`src/rtl/uart_pkg.sv`:
```
// Shared types and constants for the UART receive path.
package uart_pkg;

    localparam int DEFAULT_BIT_CYCLES = 208;
    localparam int CNT_W              = 16;

    typedef enum logic [2:0] {
        ST_IDLE  = 3'd0,
        ST_START = 3'd1,
        ST_DATA  = 3'd2,
        ST_STOP  = 3'd3,
        ST_BREAK = 3'd4
    } rx_state_t;

endpackage

```
`src/rtl/uart_rx_fifo.sv`:
```
// Show-ahead receive FIFO; pointers carry one extra wrap bit to separate full from empty.
module uart_rx_fifo #(
    parameter int WIDTH = 8,
    parameter int DEPTH = 4
) (
    input  logic             clk,
    input  logic             rst,
    input  logic             push,
    input  logic             pop,
    input  logic [WIDTH-1:0] wdata,
    output logic [WIDTH-1:0] rdata,
    output logic             empty,
    output logic             full
);

    localparam int AW = $clog2(DEPTH);
    localparam int PW = AW + 1;

    logic [WIDTH-1:0] mem_r [DEPTH];
    logic [PW-1:0]    wptr_r;
    logic [PW-1:0]    rptr_r;
    logic             do_pop_s;
    logic             do_push_s;

    assign empty = (wptr_r == rptr_r);
    assign full  = (wptr_r[AW] != rptr_r[AW]) && (wptr_r[AW-1:0] == rptr_r[AW-1:0]);
    assign rdata = mem_r[rptr_r[AW-1:0]];

    // A pop on an empty FIFO is ignored; a push into a full FIFO only lands if a pop frees a slot.
    assign do_pop_s  = pop & ~empty;
    assign do_push_s = push & (~full | do_pop_s);

    // Storage and pointer update.
    always_ff @(posedge clk) begin
        if (rst) begin
            wptr_r <= '0;
            rptr_r <= '0;
            for (int i = 0; i < DEPTH; i++) begin
                mem_r[i] <= '0;
            end
        end else begin
            if (do_push_s) begin
                mem_r[wptr_r[AW-1:0]] <= wdata;
                wptr_r                <= wptr_r + PW'(1);
            end
            if (do_pop_s) begin
                rptr_r <= rptr_r + PW'(1);
            end
        end
    end

endmodule

```
`src/rtl/uart_receiver.sv`:
```
// 8N1 UART receiver: input synchronizer, mid-bit sampling FSM, sticky error flags and byte FIFO.
module uart_receiver
    import uart_pkg::*;
#(
    parameter int BIT_CYCLES = DEFAULT_BIT_CYCLES,
    parameter int FIFO_DEPTH = 4
) (
    input  logic       clk,
    input  logic       rst,
    input  logic       rx,
    input  logic       rd_en,
    output logic [7:0] rd_data,
    output logic       rd_valid,
    output logic       frame_err,
    output logic       overrun,
    input  logic       clr_err
);

    localparam logic [CNT_W-1:0] HALF_LOAD = CNT_W'(BIT_CYCLES / 2 - 1);
    localparam logic [CNT_W-1:0] FULL_LOAD = CNT_W'(BIT_CYCLES - 1);

    logic             sync1_r;
    logic             rxs_r;
    rx_state_t        state_r;
    logic [CNT_W-1:0] cnt_r;
    logic [2:0]       bit_idx_r;
    logic [7:0]       shift_r;
    logic             frame_err_r;
    logic             overrun_r;
    logic             cnt_zero_s;
    logic             push_s;
    logic             frame_set_s;
    logic             overrun_set_s;
    logic             fifo_empty_s;
    logic             fifo_full_s;

    // Two-flop synchronizer, preset to the idle level.
    always_ff @(posedge clk) begin
        if (rst) begin
            sync1_r <= 1'b1;
            rxs_r   <= 1'b1;
        end else begin
            sync1_r <= rx;
            rxs_r   <= sync1_r;
        end
    end

    assign cnt_zero_s = (cnt_r == '0);

    // Stop-bit outcome; push is combinational so the byte lands on the stop-sample edge itself.
    always_comb begin
        push_s        = 1'b0;
        frame_set_s   = 1'b0;
        overrun_set_s = 1'b0;
        if ((state_r == ST_STOP) && cnt_zero_s) begin
            if (rxs_r) begin
                push_s        = 1'b1;
                overrun_set_s = fifo_full_s & ~rd_en;
            end else begin
                frame_set_s = 1'b1;
            end
        end else begin
            push_s = 1'b0;
        end
    end

    // Receive FSM with bit timing counter.
    always_ff @(posedge clk) begin
        if (rst) begin
            state_r   <= ST_IDLE;
            cnt_r     <= '0;
            bit_idx_r <= 3'd0;
            shift_r   <= 8'd0;
        end else begin
            case (state_r)
                ST_IDLE: begin
                    if (!rxs_r) begin
                        state_r <= ST_START;
                        cnt_r   <= HALF_LOAD;
                    end
                end
                ST_START: begin
                    if (cnt_zero_s) begin
                        if (rxs_r) begin
                            state_r <= ST_IDLE;
                        end else begin
                            state_r   <= ST_DATA;
                            cnt_r     <= FULL_LOAD;
                            bit_idx_r <= 3'd0;
                        end
                    end else begin
                        cnt_r <= cnt_r - CNT_W'(1);
                    end
                end
                ST_DATA: begin
                    if (cnt_zero_s) begin
                        shift_r[bit_idx_r] <= rxs_r;
                        cnt_r              <= FULL_LOAD;
                        if (bit_idx_r == 3'd7) begin
                            state_r <= ST_STOP;
                        end else begin
                            bit_idx_r <= bit_idx_r + 3'd1;
                        end
                    end else begin
                        cnt_r <= cnt_r - CNT_W'(1);
                    end
                end
                ST_STOP: begin
                    if (cnt_zero_s) begin
                        state_r <= rxs_r ? ST_IDLE : ST_BREAK;
                    end else begin
                        cnt_r <= cnt_r - CNT_W'(1);
                    end
                end
                ST_BREAK: begin
                    if (rxs_r) begin
                        state_r <= ST_IDLE;
                    end
                end
                default: begin
                    state_r <= ST_IDLE;
                end
            endcase
        end
    end

    // Sticky error flags; a new error outranks a simultaneous clear.
    always_ff @(posedge clk) begin
        if (rst) begin
            frame_err_r <= 1'b0;
            overrun_r   <= 1'b0;
        end else begin
            if (frame_set_s) begin
                frame_err_r <= 1'b1;
            end else if (clr_err) begin
                frame_err_r <= 1'b0;
            end
            if (overrun_set_s) begin
                overrun_r <= 1'b1;
            end else if (clr_err) begin
                overrun_r <= 1'b0;
            end
        end
    end

    uart_rx_fifo #(
        .WIDTH(8),
        .DEPTH(FIFO_DEPTH)
    ) u_fifo (
        .clk  (clk),
        .rst  (rst),
        .push (push_s),
        .pop  (rd_en),
        .wdata(shift_r),
        .rdata(rd_data),
        .empty(fifo_empty_s),
        .full (fifo_full_s)
    );

    assign rd_valid  = ~fifo_empty_s;
    assign frame_err = frame_err_r;
    assign overrun   = overrun_r;

endmodule

```
`config.mk`:
```
export PLATFORM = sky130hd
export DESIGN_NAME = uart_receiver
export DESIGN_NICKNAME = d
export VERILOG_FILES = /design/src/rtl/uart_pkg.sv /design/src/rtl/uart_rx_fifo.sv /design/src/rtl/uart_receiver.sv
export SDC_FILE = /design/constraint.sdc
export NUM_CORES = 1
export LEC_CHECK = 0
export ABC_AREA = 0
export CORE_ASPECT_RATIO = 1.1
export CORE_MARGIN = 4
export CORE_UTILIZATION = 40
export CTS_BUF_LIST = sky130_fd_sc_hd__clkbuf_16
export CTS_CLUSTER_SIZE = 14
export DETAILED_ROUTE_END_ITERATION = 8
export RECOVER_POWER = 25
export SLEW_MARGIN = 20
export SYNTH_ARGS = -nofsm -noshare
export SYNTH_HDL_FRONTEND = slang
export SYNTH_SLANG_ARGS = --single-unit
```
`constraint.sdc`:
```
create_clock -name clk -period 4.19 [get_ports clk]
set_input_delay 1.0475 -clock clk [delete_from_list [all_inputs] [get_ports clk]]
set_output_delay 1.0475 -clock clk [all_outputs]
set_load 0.02 [all_outputs]
```
==> flow_summary.json <==
{
  "max_freq_mhz": 316,
  "combPwrFrac_pct": 13.2,
  "seq_area_frac_synth_pct": 50.7,
  "rr_endpoint": "u_fifo.mem_r[0][4]",
  "worstPathCellList": "mux4_2 -> clkdlybuf4s50_1",
  "cts-buffers-inserted": 9,
  "clockBufferDepth": 2,
  "synth-compound-area-share_pct": 11.1,
  "wl_mm": 6.95,
  "netlist.area_leader.share_pct": 27.0,
  "postRouteAntennaNets": 0,
  "worstSetupEndpointType": "output port",
  "viasPerCell": 5.42,
  "ys_seq_elements": 74,
  "die_w_microns": 97.9,
  "p_per_area_nw_per_um2": 439,
  "cp_top_family": "flip-flops",
  "grt_pass1_wl_mm": 11.7,
  "gp_congestion": 0.791,
  "finalPower_uw": 1770,
  "post_cts_buffers": 0,
  "yosysWarnings": 0,
  "yosysUniqueCellTypes": 55,
  "synth_mux_area_share_pct": 7.92,
  "synth_xor_area_share_pct": 2.22,
  "synth-simple-area-share_pct": 21.9,
  "r2r_cells": 7,
  "swShare_pct": 25.9,
  "slowest_delay_ps": 660,
  "cts_resized": 0,
  "n_antenna_cell": 0,
  "maxCapViolations": 0,
  "die_y_microns": 107,
  "synth_edf_count": 32,
  "syn_avg_cell_area_sq_um": 10.4,
  "path_buf_inv": 1,
  "setup-tns-final_ps": 0,
  "finalCriticalPeriod_ps": 3160,
  "initial_core_util_pct": 41.6,
  "io_buffers": 15,
  "grt_max_degree": 24,
  "power.leakage_uw": 0.00143,
  "dieArea_sq_um": 10500,
  "ios": 16,
  "hpwl_mm": 5.07,
  "rsz0062_at_grt": "false",
  "cts-htree-levels": 3,
  "path_class": "reg2out",
  "synthFlopType": "dfxtp_1",
  "clockRootBuffer": "clkbuf_16",
  "critPathRequiredTime_ps": 3140,
  "syn_nets": 354,
  "synthArstFlopShare_pct": 0,
  "netlist_top_cells_area": "edfxtp_1 27%, dfxtp_1 24%, nor2_1 5.2%",
  "cts_tree": "done",
  "cp.depth": 2,
  "vias": 2514,
  "peakVddDrop_mv": 0.262,
  "p_switching_uw": 459,
  "synth-adder-area-share_pct": 2.11,
  "final_common_cell": "nor2_1",
  "firstDrtPassIters": 4,
  "timing.rr.start": "cnt_r[0]",
  "crit_end": "rd_data[0]",
  "crit_fanout": 8,
  "final_cell_mix": "49 x nor2_1, 42 x dfxtp_1, 32 x edfxtp_1",
  "wl_per_cell_microns": 15.0,
  "intPower_uw": 1320,
  "antenna_found_initial": 0,
  "synthCells": 343,
  "crit_path_start_kind": "flop",
  "cts_hold_buf": 0,
  "hold_viol": 0,
  "slew_headroom_pct": 31.6,
  "fin_worst_skew_ps": 6.34,
  "drc": 0,
  "tightestPinTransition_ps": 1020,
  "pwr-share-clk_pct": 41.5,
  "core_sq_um": 8540,
  "drive_above_1_share_pct": 13.6,
  "overflow": 0,
  "drt_iter0_drc": 98,
  "fin_crit_sh_pct": 75.5,
  "syn_area_sq_um": 3560,
  "path_clk_slew_ps": 50,
  "synth_top_family_by_area": "simple AND/OR/NAND/NOR gates",
  "row_count": 35,
  "critPathSlowestCell": "dfxtp_1",
  "min_path_type": "reg2reg",
  "fin_nets": 359,
  "slew_viol_final": 0,
  "clock_latency_ps": 330,
  "clock-sinks": 74,
  "synth_area_leader_cell": "edfxtp_1",
  "seq_power_share_pct": 45.3,
  "grt.total_usage_pct": 13.9,
  "cp.arrival_ps": 2120,
  "status": "finished clean",
  "grt_pass1_vias": 2397,
  "syn_to_final_growth_pct": 13.7,
  "setup_viol": 0,
  "r2r_setup_slack_ps": 1150,
  "timing.hold.ws_ps": 410
}
## worst min-delay path by stage
stage                 end     from  slack [ps]  cells past startpoint
floorplan           rxs_r  sync1_r         390                      1
global placement    rxs_r  sync1_r         400                      1
detailed placement  rxs_r  sync1_r         400                      1
global route        rxs_r  sync1_r         430                      1
CTS                 rxs_r  sync1_r         410                      1
finish              rxs_r  sync1_r         410                      1
## cells by family after synthesis
family / Yosys count
AO/OA/AOI/OAI: 55
adder cells (fa/ha/maj): 6
XOR/XNOR: 9
multiplexers: 18
flip-flops: 74
AND/OR/NAND/NOR: 147
buffers and inverters: 34
## registers in the layout, indices dropped and copies added, names as in the netlist, named ones only
| register | flops |
|---|---|
| u_fifo.mem_r | 32 |
| cnt_r | 16 |
| shift_r | 8 |
| bit_idx_r | 3 |
| state_r | 3 |
| u_fifo.rptr_r | 3 |
| u_fifo.wptr_r | 3 |
| frame_err | 1 |
| overrun | 1 |
| rxs_r | 1 |
| sync1_r | 1 |
## per-layer routing
layer,vias to the layer above,share of wire (%),track usage (%)
li1,1275,-,-
met1,1200,45,16.5
met2,28,51,24.9
met3,11,2.3,2.99
met4,0,1.3,4.45
met5,-,0,0
## per-stage QoR
stage                     util [%]  cells  instance area (sq um)  setup WS, ps
after floorplan                  -    343                   3560          1710
after global placement        44.0    448                   3760           888
after detailed placement      44.0    448                   3760           831
after CTS                     47.4    464                   4050           955
after global routing          47.3    464                   4040           817
final                         47.3    464                   4040          1030
## power groups by stage
stage	registers [uW]	logic [uW]	clock network [uW]
3_3_place_gp	818	234	0
6_report	804	235	736
3_5_place_dp	818	236	0
2_1_floorplan	809	195	0
4_1_cts	803	237	748
5_1_grt	808	264	772
## area by class of cell
type / count / area [sq um]
fillers: 804 / 4500
inverters: 11 / 41.3
well taps: 111 / 139
clock inverters: 7 / 63.8
flip-flops and latches: 74 / 1800
multi-input cells: 235 / 1610
repair buffers: 17 / 161
clock buffers: 9 / 225
## Yosys cell counts, types with 6 or more instances
master / number
mux2i_1: 9
clkbuf_1: 18
dfxtp_1: 42
nor2_1: 49
or4_1: 6
nand3_1: 10
nand2_1: 12
nor4_1: 8
inv_1: 11
nand2b_1: 9
nor3_1: 14
edfxtp_1: 32
o21ai_0: 6
mux4_2: 8
a21oi_1: 16
ha_1: 6
and2_1: 9
Power figures use the tool's default switching activity.
